File: src/rtl/rom_loader.sv
// rom_loader: writer side of the 16-bit instruction ROM.
// Takes a byte stream (LEN_HI, LEN_LO, then N big-endian {HI, LO} word pairs) and writes the
// words to ROM addresses 0..N-1. It is meant to run while the CPU is held in reset. When the
// load finishes it pulses done_o, and the CPU can then be released.
// Optional feature macro: ROM_LOADER_CHECKSUM_EN. When it is defined, a trailing XOR checksum
// byte follows the data, and a mismatch sets err_o.
//
// Handshake: a byte transfers on a rising edge where in_valid_i && in_ready_o. in_ready_o is
// decoded from the registered state only. It never depends on in_valid_i, and it stays high in
// every byte-consuming state whether or not a byte arrives. in_valid_i may drop at any time
// without losing or repeating a byte.
module rom_loader #(
  parameter int ADDR_W = 15,
  parameter int DATA_W = 16
) (
  input  logic              clk,
  input  logic              rst_n,
  input  logic              start_i,
  input  logic              in_valid_i,
  input  logic [7:0]        in_byte_i,
  output logic              in_ready_o,
  output logic              mem_we_o,
  output logic [ADDR_W-1:0] mem_addr_o,
  output logic [DATA_W-1:0] mem_wdata_o,
  output logic              busy_o,
  output logic              done_o,
  output logic              err_o,
  output logic [2:0]        dbg_state_o
);

  // The word is always two bytes, and the 16-bit word index must be able to drive the address.
  if (DATA_W != 16 || ADDR_W < 1 || ADDR_W > 16) begin : g_bad_params
    $error("rom_loader: DATA_W must be 16 and ADDR_W must be in 1..16");
  end

  typedef enum logic [2:0] {
    S_IDLE   = 3'd0,
    S_LEN_HI = 3'd1,
    S_LEN_LO = 3'd2,
    S_DAT_HI = 3'd3,
    S_DAT_LO = 3'd4,
`ifdef ROM_LOADER_CHECKSUM_EN
    S_CHK    = 3'd5,
`endif
    S_DONE   = 3'd6
  } state_t;

  // After the last data byte, go to the checksum byte if there is one, otherwise finish.
`ifdef ROM_LOADER_CHECKSUM_EN
  localparam state_t S_AFTER_DATA = S_CHK;
`else
  localparam state_t S_AFTER_DATA = S_DONE;
`endif

  state_t              state_q, state_d;
  logic [15:0]         len_q, len_d;
  logic [15:0]         idx_q, idx_d;
  logic [7:0]          hi_q, hi_d;
  logic                busy_q, busy_d;
  logic                we_q, we_d;
  logic [ADDR_W-1:0]   addr_q, addr_d;
  logic [DATA_W-1:0]   wdata_q, wdata_d;
  logic                xfer;
  logic                done_c;
`ifdef ROM_LOADER_CHECKSUM_EN
  logic [7:0]          chk_q, chk_d;
  logic                err_q, err_d;
`endif

  assign xfer = in_valid_i && in_ready_o;

  // The ready output is a decode of the registered state: high in every byte-consuming state.
  always_comb begin
    in_ready_o = 1'b0;
    case (state_q)
      S_LEN_HI, S_LEN_LO, S_DAT_HI, S_DAT_LO: in_ready_o = 1'b1;
`ifdef ROM_LOADER_CHECKSUM_EN
      S_CHK:                                  in_ready_o = 1'b1;
`endif
      default:                                in_ready_o = 1'b0;
    endcase
  end

  // Next-state logic: byte sequencing, word assembly, write strobe and the done pulse.
  always_comb begin
    state_d = state_q;
    len_d   = len_q;
    idx_d   = idx_q;
    hi_d    = hi_q;
    busy_d  = busy_q;
    we_d    = 1'b0;
    addr_d  = addr_q;
    wdata_d = wdata_q;
    done_c  = 1'b0;
`ifdef ROM_LOADER_CHECKSUM_EN
    chk_d   = chk_q;
    err_d   = err_q;
    if (xfer && state_q != S_CHK) chk_d = chk_q ^ in_byte_i;
`endif
    case (state_q)
      S_IDLE: begin
        if (start_i) begin
          state_d = S_LEN_HI;
          busy_d  = 1'b1;
          idx_d   = 16'd0;
`ifdef ROM_LOADER_CHECKSUM_EN
          chk_d   = 8'd0;
          err_d   = 1'b0;
`endif
        end
      end
      S_LEN_HI: begin
        if (xfer) begin
          len_d[15:8] = in_byte_i;
          state_d     = S_LEN_LO;
        end
      end
      S_LEN_LO: begin
        if (xfer) begin
          len_d[7:0] = in_byte_i;
          state_d    = ({len_q[15:8], in_byte_i} == 16'd0) ? S_AFTER_DATA : S_DAT_HI;
        end
      end
      S_DAT_HI: begin
        if (xfer) begin
          hi_d    = in_byte_i;
          state_d = S_DAT_LO;
        end
      end
      S_DAT_LO: begin
        if (xfer) begin
          we_d    = 1'b1;
          addr_d  = idx_q[ADDR_W-1:0];
          wdata_d = {hi_q, in_byte_i};
          idx_d   = idx_q + 16'd1;
          state_d = ((idx_q + 16'd1) == len_q) ? S_AFTER_DATA : S_DAT_HI;
        end
      end
`ifdef ROM_LOADER_CHECKSUM_EN
      S_CHK: begin
        if (xfer) begin
          err_d   = (in_byte_i != chk_q);
          state_d = S_DONE;
        end
      end
`endif
      S_DONE: begin
        // The final write is still on the bus in its strobe cycle. Hold done off until the
        // strobe has dropped, so the two never overlap.
        if (!we_q) begin
          done_c  = 1'b1;
          busy_d  = 1'b0;
          state_d = S_IDLE;
        end
      end
      default: state_d = S_IDLE;
    endcase
  end

  // State and datapath registers. Reset aborts a load at once.
  always_ff @(posedge clk or negedge rst_n) begin
    if (!rst_n) begin
      state_q <= S_IDLE;
      len_q   <= '0;
      idx_q   <= '0;
      hi_q    <= '0;
      busy_q  <= 1'b0;
      we_q    <= 1'b0;
      addr_q  <= '0;
      wdata_q <= '0;
`ifdef ROM_LOADER_CHECKSUM_EN
      chk_q   <= '0;
      err_q   <= 1'b0;
`endif
    end else begin
      state_q <= state_d;
      len_q   <= len_d;
      idx_q   <= idx_d;
      hi_q    <= hi_d;
      busy_q  <= busy_d;
      we_q    <= we_d;
      addr_q  <= addr_d;
      wdata_q <= wdata_d;
`ifdef ROM_LOADER_CHECKSUM_EN
      chk_q   <= chk_d;
      err_q   <= err_d;
`endif
    end
  end

  assign mem_we_o    = we_q;
  assign mem_addr_o  = addr_q;
  assign mem_wdata_o = wdata_q;
  assign busy_o      = busy_q;
  assign done_o      = done_c;
  assign dbg_state_o = state_q;
`ifdef ROM_LOADER_CHECKSUM_EN
  assign err_o       = err_q;
`else
  assign err_o       = 1'b0;
`endif

endmodule

File: config.mk
export PLATFORM = sky130hd
export DESIGN_NAME = rom_loader
export DESIGN_NICKNAME = d
export VERILOG_FILES = /design/src/rtl/rom_loader.sv
export SDC_FILE = /design/constraint.sdc
export NUM_CORES = 1
export LEC_CHECK = 0
export ABC_AREA = 1
export CAP_MARGIN = 20
export CORE_MARGIN = 2
export CORE_UTILIZATION = 30
export DETAILED_ROUTE_END_ITERATION = 10
export PLACE_DENSITY_LB_ADDON = 0.1
export SYNTH_ARGS = -nofsm -noshare
export SYNTH_HDL_FRONTEND = slang
export SYNTH_SLANG_ARGS = --single-unit
File: constraint.sdc
create_clock -name clk -period 2 [get_ports clk]
set_input_delay 0.5 -clock clk [delete_from_list [all_inputs] [get_ports clk]]
set_output_delay 0.5 -clock clk [all_outputs]
set_load 0.02 [all_outputs]
### Yosys cells after proc, flatten, opt, wreduce, memory -nomap -nowiden

Index checks and enable logic that the tools add are counted.

| storage, ports and cells | value |
|---|---|
| output and inout port bits | 39 |
| logic and storage cells | 55 |
| flip-flop bits (word level) | 76 |

| operators by class | value |
|---|---|
| reduce and logical (&&, ||, !) cells | 13 |
| equality and inequality tests | 12 |
| muxes and demuxes | 20 |
| $add $sub $neg | 1 |

Operators by type and width:

| operator | count |
|---|---|
| 2-to-1 mux 16 bit | 2 |
| one-hot mux 16 bit (2 select lines) | 1 |
| 2-to-1 mux 3 bit | 8 |
| one-hot mux 3 bit (6 select lines) | 1 |
| adder 16 x 1 -> 16 bit, second input constant | 1 |
| == test 16 bit | 1 |
| logical NOT 16 bit | 1 |
| inequality test 2 bit, second input constant | 6 |
| AND reduction 2 bit | 4 |
| 2-to-1 mux 1 bit | 7 |
| == test 3 x 2 -> 1 bit, second input constant | 2 |
| == test 3 bit, second input constant | 2 |
| AND reduction 3 bit | 2 |
| AND reduction 6 bit | 1 |
| nonzero test 2 bit | 2 |
| OR reduction 4 bit | 1 |
| == test 3 x 1 -> 1 bit, second input constant | 1 |
| logical NOT 3 bit | 1 |
| one-hot mux 1 bit (2 select lines) | 1 |
| logical AND 1 bit | 1 |

### Longest topological paths before layout

Gate-level depths: netlist (run 1).

| logic depth | value |
|---|---|
| depth after elaboration | 6 |
| depth in mapped cells | 16 |

### Worst setup path after synthesis (run 1)

No wires, ideal clock.

| path | value |
|---|---|
| path kind | register to output |
| start point | register state_q[1] (netlist: dbg_state_o[1]) |
| end point | output port done_o |
| path slack | 0.161 ns |
| arrival | 1.339 ns |
| data required time | 1.500 ns |
| stages on the path, launching flop included | 3 |
| path through | dfrtp_1 -> inv_1 -> nor4_1 |

| between the ends | value |
|---|---|
| cells in the longest elaborated chain, start to end | 2 |

RTL lines:

| item | RTL line | text |
|---|---|---|
| start: declaration | 55 | `state_t state_q, state_d;` |
| start signal: assignment | 176 | `state_q <= state_d;` |
| == test 3 bit | 100 | `case (state_q)` |
| 2-to-1 mux 1 bit | 100 |  |
| end: declaration | 26 | `output logic done_o,` |

Every way passes these cells.

### Worst setup path after layout (run 1)

| path | value |
|---|---|
| start point | register we_q (netlist: mem_we_o) |
| end point | output port mem_we_o |

RTL lines:

| item | RTL line | text |
|---|---|---|
| start: declaration | 60 | `logic we_q, we_d;` |
| start signal: assignment | 181 | `we_q <= we_d;` |
| end: declaration | 22 | `output logic mem_we_o,` |

No word-level cell between the ends.

==> results of run 1 <==
timing repair:
action                                  4_1_cts  5_1_grt
endpoints found under the setup margin        3        7
setup buffers                                 0        1
gates cloned                                  0        1
endpoints found under the hold margin         0        0
pin swaps                                     0        2
resized for setup                             5       23
critical path, stage by stage, from the launching register on:
cell and delay (ns):
dfrtp_1 0.37, buf_4 0.12, clkdlybuf4s50_1 0.59
worst max path at each step:
| stage | cells after the start | end | slack (ns) |
|---|---|---|---|
| after floorplan | 2 | done_o | 0.16 |
| after global placement | 9 | dbg_state_o[0]$_DFFE_PN0P_ | 0.005 |
| after detailed placement | 9 | dbg_state_o[0]$_DFFE_PN0P_ | -0.02 |
| after CTS | 2 | done_o | -0.06 |
| after global routing | 14 | dbg_state_o[0]$_DFFE_PN0P_ | -0.05 |
| final | 2 | mem_we_o | 0.1 |
flip-flops by register name, summed over array words and instances, names as in the netlist:
name,cells
mem_wdata_o,16
busy_o,1
mem_addr_o,15
dbg_state_o,3
idx_q,16
hi_q,8
len_q,16
mem_we_o,1
report_power, final:
part	internal, mW	switching [mW]
registers	2.09	0.401
clock network	1.10	0.687
logic	1.21	1.37
total	4.40	2.45
kinds of logic (layout without fill, tap and decap cells):
family                   count (synthesis)  count (layout)
buffers and inverters                   60             138
AND/OR/NAND/NOR                        243             244
flip-flops                              76              76
AO/OA/AOI/OAI                           69              69
XOR/XNOR                                 5               5
other                                    1               1
adder cells (fa/ha/maj)                  1               1
metrics by stage:
stage	cell area (µm²)	setup TNS (ns)	setup WS (ns)	std cells
2_1_floorplan	3680	0	0.1610	455
3_3_place_gp	4516	0	0.004721	663
3_5_place_dp	4516	-0.04202	-0.02137	663
4_1_cts	4838	-0.1229	-0.06250	679
5_1_grt	4921	-0.05144	-0.05144	681
6_report	4921	0	0.09506	681
cell type report:
class / count / share of cell area, %
timing repair buffer: 74 / 14.49
multi-input combinational: 320 / 32.88
tap: 147 / 3.738
sequential: 76 / 38.67
clock buffer: 9 / 4.577
clock inverter: 7 / 1.983
inverter: 48 / 3.661
metal layers:
layer  routed length [µm]  track usage [%]
met5                    0                0
met4                   80            5.703
met3                  398            4.533
met2                 4632            25.44
met1                 4713            20.72
layout by cell type (no fill, tap or decap), drive strengths merged, types with 2 or more instances in the layout:
| master | instances |
|---|---|
| xor2 | 2 |
| nor2 | 29 |
| bufinv | 2 |
| buf | 27 |
| nand3b | 6 |
| o21ai | 59 |
| nor4 | 5 |
| clkinvlp | 2 |
| clkdlybuf4s50 | 43 |
| nor3 | 2 |
| xnor2 | 2 |
| clkbuf | 10 |
| nand3 | 33 |
| dfrtp | 76 |
| inv | 50 |
| nand4 | 11 |
| dlymetal6s2s | 3 |
| nand2 | 157 |
| o22ai | 8 |
==> results by group, run 1 <==
Outcome
  – Status: complete, no violations

Finish
  – Share of layout cells above drive strength 1: 14.79%
  – Filler cells: 1222
  – N_diodes: 0
  – Multi-input gate area: 1618 µm²
  – Final net count: 542
  – P&R area growth vs syn: 33.73%
  – Sequential Area: 1903 µm²
  – Utilization after layout: 40.97%

STA
  – Final setup violation count: 0
  – Period utilization: 95.25%
  – Endpoints failing hold: 0
  – Skew final: 0.009567 ns
  – Worst rel slew slack: 64.83%
  – Hold_ws: 0.1393 ns
  – Final Slew Violations: 0
  – Min cycle time layout: 1.905 ns
  – Max Clock Freq: 0.5250 GHz
  – Worst Max-Slew Pin Slew: 0.5276 ns
  – RSZ-0062 raised after global routing: true

Routing
  – Final ANT Viol Nets: 0
  – Wire per inst: 14.43 µm
  – DRT Wirelength: 9.824 mm
  – Via count: 3192
  – TritonRoute pass-1 iters: 4
  – Vias per cell: 4.687
  – # DRC: 0
  – Drt first-iter violations: 114

Synthesis
  – Yosys cell types: 30
  – Prevailing post-synth register cell: dfrtp_1
  – YS warnings: 0
  – Post-synthesis sequential area ratio: 51.68%
  – Post-synth EDFFs: 0
  – Syn Std Cell Area: 3680 µm²
  – Synth Area in Adders: 0.3400%
  – Post-Synth Simple-Gate Area: 30.13%
  – Avg Inst Size Synth: 8.087 µm²
  – Net Count, Synth: 468
  – FFs w/ async S/R, synth: 100.0%
  – Commonest cells in the netlist: nand2_1, dfrtp_1, o21ai_0, inv_1, nand3_1
  – Top-area cell type share of the netlist area: 51.68%
  – Post-Syn Instances: 455
  – Count leader, synth: nand2_1
  – Multiplexer share of the synthesized area: 0%
  – Cell taking the most area after synthesis: dfrtp_1
  – Largest family of logic cells by synthesized area: simple AND/OR/NAND/NOR gates
  – XOR/XNOR share of the synthesized area: 1.564%
  – Synth top area cells: dfrtp_1, nand2_1, o21ai_0, inv_1, nand3_1
  – #FFs+latches synth: 76
  – Post-synthesis compound-gate area fraction: 9.827%

Worst setup path
  – Crit Path Class: register to output port
  – R2r setup slk: 0.12 ns
  – Worst R2R End: dbg_state_o[0]$_DFFE_PN0P_
  – Critical Path RT: 1.50 ns
  – Reg2Reg Launch Point: idx_q[0]$_DFFE_PN0P_
  – CP Data Arrival Time: 1.40 ns
  – Worst Setup SP: mem_we_o$_DFF_PN0_
  – Crit. End Element: output port
  – Startpoint types: register
  – R2r worst-path depth: 14
  – Crit path max fanout: 2

Clocking
  – Clock Tree Buf Depth: 2
  – Hold buffer count at cts: 0
  – Root buf cell: clkbuf_16
  – CTS tree: built
  – CTS Buf Count: 9
  – Skew-Pair Late Insertion Delay: 0.34 ns
  – H-tree lvl count: 3
  – Reg clk slew, reported paths: 0.07 ns
  – Clock sink count: 76

Floorplanning
  – Rows: 40
  – Chip width: 114.8 µm
  – Die span in y: 114.8 µm
  – Starting Density: 30.64%
  – Core area: 12010 µm²
  – Die ar.: 13170 µm²
  – Ports: 51

Flow run
  – Number of max-cap violations: 0

GRT
  – Global-route wire length before repair: 15.93 mm
  – Grt ovf: 0
  – Largest net degree at the start of global routing: 39
  – Total GRT Usage: 15.91%
  – Initial antenna violation count: 0
  – Vias in the first global route: 3143

Power
  – PwrDens: 1392 nW/µm²
  – VDD IR-drop max: 766.8 µV
  – Leakage: 2.308 nW
  – Design Power: 6.851 mW

Placement
  – RD Place Congestion: 0.8537
  – IO buf count: 49
  – DP Wirelength: 6.943 mm

Hold path
  – Worst min path class: primary input to async pin
Note: power is estimated with default switching activity, not from simulation.
==> run 2: changes to the inputs <==
- CELL_PAD_IN_SITES_DETAIL_PLACEMENT: not set -> 1
- CELL_PAD_IN_SITES_GLOBAL_PLACEMENT: not set -> 2
- CTS_CLUSTER_DIAMETER: not set -> 30
- SKIP_LAST_GASP: not set -> 1
==> run 2 against run 1 <==
The flow now finishes with violations (negative setup slack). Combinational power up 2%. Wire length up 12%. Highest routed layer unchanged. Setup slack worse by 0.099 ns. Critical path depth up 13. Count of clock-buffer cells in the layout up 1. Sequential cell count unchanged. Global-route usage up 2.2 points. Clock power up 3%. Sequential share of layout area down 0.55 points. Non-clock buffer count up 6. Die area unchanged.
==> results by group, run 2 (synthesized netlist as in run 1, its figures left out) <==
Clocking
  – CTS Buf Count: 9 (unchanged)
  – Skew-Pair Late Insertion Delay: 0.35 ns (was 0.34 ns)
  – Clock Tree Buf Depth: 2 (unchanged)
  – Clock sink count: 76 (unchanged)
  – Hold buffer count at cts: 0 (unchanged)
  – H-tree lvl count: 3 (unchanged)
  – CTS tree: built (unchanged)
  – Root buf cell: clkbuf_16 (unchanged)
  – Reg clk slew, reported paths: 0.06 ns (was 0.07 ns)

GRT
  – Top Usage Layer GRT: met2 (unchanged)
  – Initial antenna violation count: 0 (unchanged)
  – Met1 global-route usage: 24.50% (was 20.72%)
  – Met3 Use GR: 4.533% (unchanged)
  – Global-route wire length before repair: 18.02 mm (was 15.93 mm)
  – Grt ovf: 0 (unchanged)
  – Grt met2 use: 28.48% (was 25.44%)
  – Total GRT Usage: 18.09% (was 15.91%)
  – Vias in the first global route: 3387 (was 3143)
  – Largest net degree at the start of global routing: 38 (was 39)

Routing
  – Vias per cell: 4.799 (was 4.687)
  – Wire per inst: 16.07 µm (was 14.43 µm)
  – DRT Wirelength: 11.03 mm (was 9.824 mm)
  – TritonRoute pass-1 iters: 4 (unchanged)
  – # DRC: 0 (unchanged)
  – Via count: 3292 (was 3192)
  – Final ANT Viol Nets: 0 (unchanged)
  – Drt first-iter violations: 104 (was 114)

STA
  – Skew final: 0.006735 ns (was 0.009567 ns)
  – TNS Setup: -0.003745 ns (was 0 ns)
  – Max Clock Freq: 0.4991 GHz (was 0.5250 GHz)
  – Period utilization: 100.2% (was 95.25%)
  – Endpoints failing hold: 0 (unchanged)
  – Min cycle time layout: 2.004 ns (was 1.905 ns)
  – Final setup violation count: 1 (was 0)
  – Final Slew Violations: 0 (unchanged)
  – RSZ-0062 raised after global routing: true (unchanged)
  – Final setup margin: -0.003745 ns (was 0.09506 ns)

Finish
  – Final net count: 547 (was 542)
  – Most frequent cells in the layout: nand2_1, dfrtp_1, o21ai_0 (unchanged)
  – P&R area growth vs syn: 35.57% (was 33.73%)
  – Commonest non-fill, non-tap cell in the layout: nand2_1 (unchanged)
  – Filler cells: 1429 (was 1222)
  – Share of layout cells above drive strength 1: 15.96% (was 14.79%)
  – N_diodes: 0 (unchanged)
  – Design area: 4989 µm² (was 4921 µm²)

Worst setup path
  – Reg2Reg Launch Point: idx_q[1]$_DFFE_PN0P_ (was idx_q[0]$_DFFE_PN0P_)
  – Max incr delay on CP: 0.41 ns (was 0.59 ns)
  – Startpoint types: register (unchanged)
  – Crit Path Class: register to register (was register to output port)
  – Cell-by-cell listing of the critical path: ha_4 > nand2_4 > nor2_4 > buf_12 > nand3_2 > nand2_1 > nand3_1 > nand2_1 > nand2_1 > nor2_2 > nand3_1 > nand2_1 > nand2_1 > nand2_1 > nand2_1 (was buf_4 > clkdlybuf4s50_1)
  – R2r setup slk: -0.004 ns (was 0.12 ns)
  – R2r worst-path depth: 15 (was 14)
  – Critical Path RT: 2.24 ns (was 1.50 ns)
  – Crit. End Element: register (was output port)
  – CP Data Arrival Time: 2.24 ns (was 1.40 ns)
  – Crit path max fanout: 5 (was 2)
  – Worst R2R End: dbg_state_o[0]$_DFFE_PN0P_ (unchanged)
  – CP most frequent cell: nand2_1
  – Critical path's slowest cell: dfrtp_1 (was clkdlybuf4s50_1)

Power
  – Design Power: 6.975 mW (was 6.851 mW)
  – Switch share: 36.50% (was 35.81%)
  – PwrDens: 1398 nW/µm² (was 1392 nW/µm²)
  – Clk network pwr share: 26.5% (was 26.1%)
  – Flop pwr share: 35.9% (was 36.3%)
  – Leakage: 2.338 nW (was 2.308 nW)
  – Int Power: 4.429 mW (was 4.398 mW)
  – Comb power frac: 37.6% (about the same)
  – VDD IR-drop max: 633.2 µV (was 766.8 µV)
  – Net Switching: 2.546 mW (was 2.453 mW)

Floorplanning
  – Die span in y: 114.8 µm (unchanged)
  – Rows: 40 (unchanged)
  – Ports: 51 (unchanged)
  – Core area: 12010 µm² (unchanged)
  – Starting Density: 30.64% (unchanged)
  – Die ar.: 13170 µm² (unchanged)
  – Chip width: 114.8 µm (unchanged)

Placement
  – RD Place Congestion: 0.7703 (was 0.8537)
  – Cell area after placement: 4508 µm² (was 4516 µm²)
  – IO buf count: 49 (unchanged)
  – DP Wirelength: 7.984 mm (was 6.943 mm)
  – Place WS: -0.01817 ns (was -0.02137 ns)

Hold path
  – Worst min path class: primary input to async pin (unchanged)

Outcome
  – Status: finished, violations left (was complete, no violations)
  – Violated checks: negative setup slack

Flow run
  – Number of max-cap violations: 0 (unchanged)
run 2: cell types whose count changed in the layout (fill, tap and decap cells not counted), sizes merged:
cell | before | now
clkinvlp | 2 | 0
dlymetal6s2s | 3 | 1
clkinv | 1 | 2
clkbuf | 10 | 11
dlygate4sd2 | 0 | 2
nor2 | 29 | 28
buf | 27 | 33
run 2: critical path, delay by kind of cell, from the launching register on:
kind          cells  cell delay, ns
buf+inv           1            0.15
simple gates     13            1.14
flops             1            0.41
fa+ha+maj         1            0.19
run 2: cell type report:
class                           instances  area (µm²)  share of cell area (%)
Tap cell                              147       183.9                   3.687
Sequential cell                        76        1902                   38.12
Inverter                               48       180.2                   3.612
Multi-Input combinational cell        319        1614                   32.36
Timing Repair Buffer                   80       774.5                   15.53
Clock buffer                           10       239.0                   4.791
Clock inverter                          6       95.09                   1.906
run 2: power groups by stage:
| stage | Combinational [mW] | Clock, mW | Sequential, mW |
|---|---|---|---|
| 2_1_floorplan | 1.03 | 0 | 2.81 |
| 3_3_place_gp | 2.56 | 0 | 2.50 |
| 5_1_grt | 2.94 | 1.98 | 2.59 |
| 3_5_place_dp | 2.60 | 0 | 2.52 |
| 4_1_cts | 2.60 | 1.89 | 2.51 |
| 6_report | 2.62 | 1.85 | 2.51 |
run 2: worst max path at each step:
| stage | startpoint | end | slack [ns] |
|---|---|---|---|
| detailed placement | in_valid_i | dbg_state_o[1]$_DFFE_PN0P_ | -0.02 |
| floorplan | dbg_state_o[1]$_DFFE_PN0P_ | done_o | 0.16 |
| global route | idx_q[1]$_DFFE_PN0P_ | dbg_state_o[0]$_DFFE_PN0P_ | -0.18 |
| finish | idx_q[1]$_DFFE_PN0P_ | dbg_state_o[0]$_DFFE_PN0P_ | -0.004 |
| CTS | dbg_state_o[0]$_DFFE_PN0P_ | in_ready_o | -0.03 |
| global placement | in_valid_i | dbg_state_o[1]$_DFFE_PN0P_ | -0.01 |
run 2: per-layer routing:
| layer | vias up | wire length, µm | part of all wire (%) |
|---|---|---|---|
| met5 | - | 0 | 0 |
| met4 | 0 | 165 | 1.5 |
| met3 | 13 | 374 | 3.4 |
| met2 | 52 | 5185 | 47 |
| met1 | 1589 | 5302 | 48 |
| li1 | 1638 | - | - |
run 2: through the flow:
stage / instances / hold WS [ns] / utilization (%)
floorplan: 455 / 0.2044 / -
global placement: 662 / 0.4523 / 37.53
detailed placement: 662 / 0.4652 / 37.53
CTS: 678 / 0.1352 / 40.40
global route: 686 / 0.1503 / 41.53
finish: 686 / 0.1113 / 41.53
run 2: repair_timing:
action	CTS	global route
pin swaps	0	13
setup buffers	0	8
resized for setup	9	23
setup endpoints to repair	4	5
==> run 3: changes to the inputs <==
- HOLD_SLACK_MARGIN: not set -> 0.08
==> results of run 3 <==
Final layout, timing and power as in run 2 (identical DEF).
==> variant 1 (flow settings as in run 3) <==
Add a define of `ROM_LOADER_CHECKSUM_EN`.
--- a/src/rtl/rom_loader.sv
+++ b/src/rtl/rom_loader.sv
@@ -11,2 +11,4 @@
 // without losing or repeating a byte.
+`define ROM_LOADER_CHECKSUM_EN
+
 module rom_loader #(
Formal check against the unedited RTL: not equivalent (a bounded check fails within 4 cycles, from zero or initial values and one cycle with rst_n low).
==> variant 1 against run 3 <==
Hold slack lost 0.031 ns; sequential cell count grew 9; routed wire length rose by 17%; synthesized area increased by 14%; utilization decreased by 1.0 points; setup slack gained 0.067 ns; cell area grew 12%; total power up 11%; largest power group unchanged.
==> variant 1: results (changes against run 3) <==
Placement
  • HPWL after detailed placement: 9230 um (+16%)
  • IO Port Bufs: 50 (+2.0%)
  • Pre-CTS setup slack: -0.0718 ns (-0.0536 ns)
  • Placed cell area: 5120 sq um (+14%)
  • GP Congestion: 0.820 (+6.4%)

Critical path
  • Reg2reg end: dbg_state_o[1]
  • CP max stage delay: 0.41 ns (about the same)
  • Data arrival time of the worst path: 2.17 ns (-0.07 ns)
  • Worst R2R Path Depth: 14 (-1)
  • FF-to-FF setup slack: 0.06 ns (+0.07 ns)

Power
  • Clock Power: 1680 uW (-9%)
  • Combinational power: 3170 uW (+21%)
  • Leakage power: 0.00267 uW (+14%)
  • VDD IR max: 0.000532 V (-16%)
  • NetSw: 3120 uW (+23%)

Global routing
  • Grt met2 use: 0.287 (+0.00220)
  • M1 GR Usage: 0.250 (+0.00470)
  • Vias in the first global route: 3,847 (+14%)
  • Initial antenna violation count: 0 (unchanged)
  • All-Layer GR Usage: 0.180 (-0.00107)
  • M3 GR Usage: 0.0262 (-0.0191)
  • First-pass GRT wire length: 20,300 um (+13%)
  • Largest net degree at the start of global routing: 35 (-7.9%)

Clock tree
  • H-tree Lvls: 3 (unchanged)
  • Number of CTS-inserted buffers: 9 (unchanged)
  • Setup Buffers After CTS: 0 (unchanged)
  • Post-CTS sizing: 4 (-5)
  • Root buffer cell: clkbuf_16
  • Clk pin slew, worst setup/hold paths: 0.07 ns
  • Clk_lat worst skew: 0.35 ns (about the same)

Routing
  • WL met3: 262 um (-30%)
  • Starting DRC count in detailed routing: 162 (+56%)
  • Met2 WL post-DR: 6110 um (+18%)
  • WL met1: 6320 um (+19%)
  • Via Count: 3,742 (+14%)
  • Final wirelength: 12,900 um (+17%)

Finish
  • Fraction of layout cells with a size suffix above 1: 0.163 (+0.00384)
  • FILL cells: 1,662 (+16%)
  • Final Net Count: 620 (+13%)
  • Diodes inserted: 0 (unchanged)

STA
  • Clock skew: 0.0122 ns (+0.00545 ns)
  • Endpoints failing setup: 0 (-1)
  • Slew margin rel.: 0.669
  • Hold slack: 0.0801 ns (-0.0311 ns)
  • Min Tclk post-route: 1.94 ns (-0.0669 ns)

Logic synthesis
  • Syn Nets: 534 (+14%)
  • Synth Warn #: 0 (unchanged)
  • Post-synthesis cell type count: 32 (+6.7%)
  • Top cells by count, synth: nand2_1, dfrtp_1, o21ai_0, inv_1, nand3_1
  • Seq/Total Area, Yosys: 0.508 (-0.00876)
  • Main synth FF type: dfrtp_1
  • Synth area leaders: dfrtp_1, nand2_1, o21ai_0, inv_1, nand3_1

Worst hold path
  • Hold crit path type: in2async

Outcome
  • Status: complete, no violations
==> variant 1: metrics by stage <==
stage | total power, uW | util | cells
after floorplan | 4590 | - | 521
after global placement | 5990 | 0.372 | 768
after detailed placement | 6060 | 0.372 | 768
after CTS | 7760 | 0.393 | 784
after global routing | 8360 | 0.405 | 792
final | 7740 | 0.405 | 792
==> variant 1: kinds of logic after synthesis <==
logic type,Yosys count,synth area share
AO/OA/AOI/OAI,87,0.108
XOR/XNOR,10,0.0209
adder cells (fa/ha/maj),1,0.00299
buffers and inverters,76,0.0696
flip-flops,85,0.508
multiplexers,1,0.00269
AND/OR/NAND/NOR,261,0.288
==> variant 1: cell type report <==
type	count	share of cell area
clock buffer	9	0.0404
inverter	62	0.0428
tap	180	0.0404
multi-input combinational	361	0.337
timing repair buffer	88	0.146
sequential	85	0.382
clock inverter	7	0.0117
==> variant 2 (flow settings as in run 3) <==
Made on the original files. Reset style: synchronous (`rst_n`), changed in one clocked block.
--- a/src/rtl/rom_loader.sv
+++ b/src/rtl/rom_loader.sv
@@ -160,3 +160,3 @@
   // State and datapath registers. Reset aborts a load at once.
-  always_ff @(posedge clk or negedge rst_n) begin
+  always_ff @(posedge clk) begin
     if (!rst_n) begin
Behaviour: differs if rst_n is asserted again (counterexample within 4 cycles, from zero or initial values and one cycle with rst_n low); with rst_n held inactive, the same outputs for 10 cycles.
==> variant 2 against run 3 <==
Cell area grew 4.7%; synthesized cell count grew 20%; routed wire length grew 19%; non-clock buffer count grew 39; clock skew shrank 0.0014 ns; setup slack gained 0.060 ns; synthesized area shrank 0.44%; via count grew 23%; sequential cell count is the same; sequential share of layout area shrank 8.7 points.
Power is not compared: it rests on default switching activity, and its combinational part moved more than twofold at a synthesized area within 25%.
==> variant 2: results (changes against run 3) <==
Outcome
  • Status: complete, no violations

Critical path
  • FF-to-FF setup slack: 0.09 ns (+0.09 ns)
  • Data arrival time of the worst path: 1.44 ns (-0.80 ns)
  • Crit-path slowest cell: clkdlybuf4s50_1
  • CP max stage delay: 0.59 ns (+0.18 ns)
  • Critical Path Fanout Max: 5 (unchanged)
  • Delay-heaviest family, CP: buffers and inverters

Finish
  • Area Overhead vs Synth: 42.6%
  • Final Net Count: 669 (+22%)
  • Diodes inserted: 0 (unchanged)
  • Fraction of layout cells with a size suffix above 1: 0.213 (+0.0538)
  • Fin cells: 808 (+18%)

STA
  • Hold slack: 0.465 ns (+0.354 ns)
  • Final worst slack: 0.0566 ns (+0.0603 ns)
  • Clock skew: 0.00533 ns (-0.00141 ns)

Power
  • VDD IR max: 0.000324 V
  • NetSw: 1590 uW

Global routing
  • Largest net degree at the start of global routing: 36 (-5.3%)
  • Initial antenna violation count: 0 (unchanged)
  • All-Layer GR Usage: 0.209 (+0.0281)
  • First-pass GRT wire length: 21,100 um (+17%)
  • Vias in the first global route: 4,103 (+21%)

Logic synthesis
  • Avg Synthesized Cell Area: 6.70 sq um (-17%)
  • Seq/Total Area, Yosys: 0.415 (-0.102)
  • Syn Nets: 560 (+20%)
  • Top cells by count, synth: nand2_1, dfxtp_1, nand3_1, nor2_1, a21oi_1
  • Synth Warn #: 0 (unchanged)
  • Synth area leaders: dfxtp_1, nand2_1, nand3_1, a21oi_1, o21ai_0
  • Main synth FF type: dfxtp_1
  • Post-synthesis cell type count: 30 (unchanged)
  • Post-synth ARST share: 0 (-1.00)

Clock tree
  • Root buffer cell: clkbuf_16
  • Clk_lat worst skew: 0.35 ns (about the same)
  • CTS hold repair buffers: 0 (unchanged)
  • Clk pin slew, worst setup/hold paths: 0.06 ns (about the same)

Placement
  • GP Congestion: 0.833 (+8.1%)
  • Pre-CTS setup slack: -0.0515 ns (-0.0333 ns)
  • Placed cell area: 4730 sq um (+4.9%)
  • HPWL after detailed placement: 9580 um (+20%)
  • Placed Cells: 786 (+19%)
  • IO Port Bufs: 49 (unchanged)

Routing
  • DRT Pass-1 Iters: 4 (unchanged)
  • Final wirelength: 13,100 um (+19%)
  • Starting DRC count in detailed routing: 160 (+54%)
  • Via density: 5.02 (+4.6%)

Worst hold path
  • Hold crit path type: reg2reg
-- variant 2: cell types whose count changed after synthesis, moves of 4 or more --
cell / before / now
clkbuf_1: 9 / 15
nand3_1: 32 / 68
nand2_2: 5 / 1
nand2_1: 151 / 114
o22ai_1: 8 / 0
nor2_4: 6 / 2
dfxtp_1: 0 / 76
inv_1: 46 / 57
o21ai_0: 56 / 51
a21oi_1: 1 / 58
nor2_1: 15 / 60
dfrtp_1: 76 / 0
-- variant 2: per-stage QoR --
| stage | setup TNS, ns | total power (uW) |
|---|---|---|
| floorplan | 0 | 2450 |
| global placement | -0.0987 | 3020 |
| detailed placement | -0.386 | 3020 |
| CTS | 0 | 4600 |
| global route | -0.205 | 4860 |
| finish | 0 | 4580 |
-- variant 2: power by group through the flow --
stage	sequential (uW)	combinational, uW	clock, uW
floorplan	1810	640	0
global route	1790	1400	1670
global placement	1790	1230	0
detailed placement	1790	1230	0
CTS	1770	1230	1600
finish	1770	1250	1560
-- variant 2: repair_timing --
| item | CTS | global route |
|---|---|---|
| pin swaps | 0 | 28 |
| setup buffers | 0 | 6 |
| endpoints found under the hold margin | 0 | 0 |
| resized for setup | 15 | 49 |
| setup endpoints to repair | 5 | 4 |
| gates cloned | 0 | 0 |
-- variant 2: worst paths after layout --
path                                startpoint              to  depth (start not counted)
worst max-delay path            dbg_state_o[0]  dbg_state_o[0]                          2
worst min-delay path                   hi_q[4]         hi_q[4]                          2
worst max register to register        idx_q[1]  dbg_state_o[0]                         15
worst min register to register         hi_q[4]         hi_q[4]                          2
-- variant 2: worst min-delay path, cell delays in order, from the launching register on --
cell	delay, ns
dfxtp_1	0.31
nand2_1	0.06
a21oi_1	0.05
-- variant 2: logic make-up after synthesis --
logic type / synth area share
XOR/XNOR: 0.00478
AND/OR/NAND/NOR: 0.323
other: 0.00102
adder cells (fa/ha/maj): 0.00341
AO/OA/AOI/OAI: 0.166
buffers and inverters: 0.0867
flip-flops: 0.415
-- variant 2: area by class of cell --
cell class / instances / area (sq um)
Tap cell: 147 / 184
Multi-Input combinational cell: 391 / 1970
Clock inverter: 7 / 51.3
Sequential cell: 76 / 1540
Inverter: 59 / 221
Fill cell: 1516 / 6740
Clock buffer: 9 / 225
Timing Repair Buffer: 119 / 1030
-- variant 2: routing by layer --
layer	up-vias	wire length, um	part of all wire	global-route usage
li1	2029	-	-	-
met1	1955	6120	0.47	0.263
met2	57	6380	0.49	0.355
met3	15	403	0.031	0.0445
met4	0	178	0.014	0.0699
met5	-	0	0	0
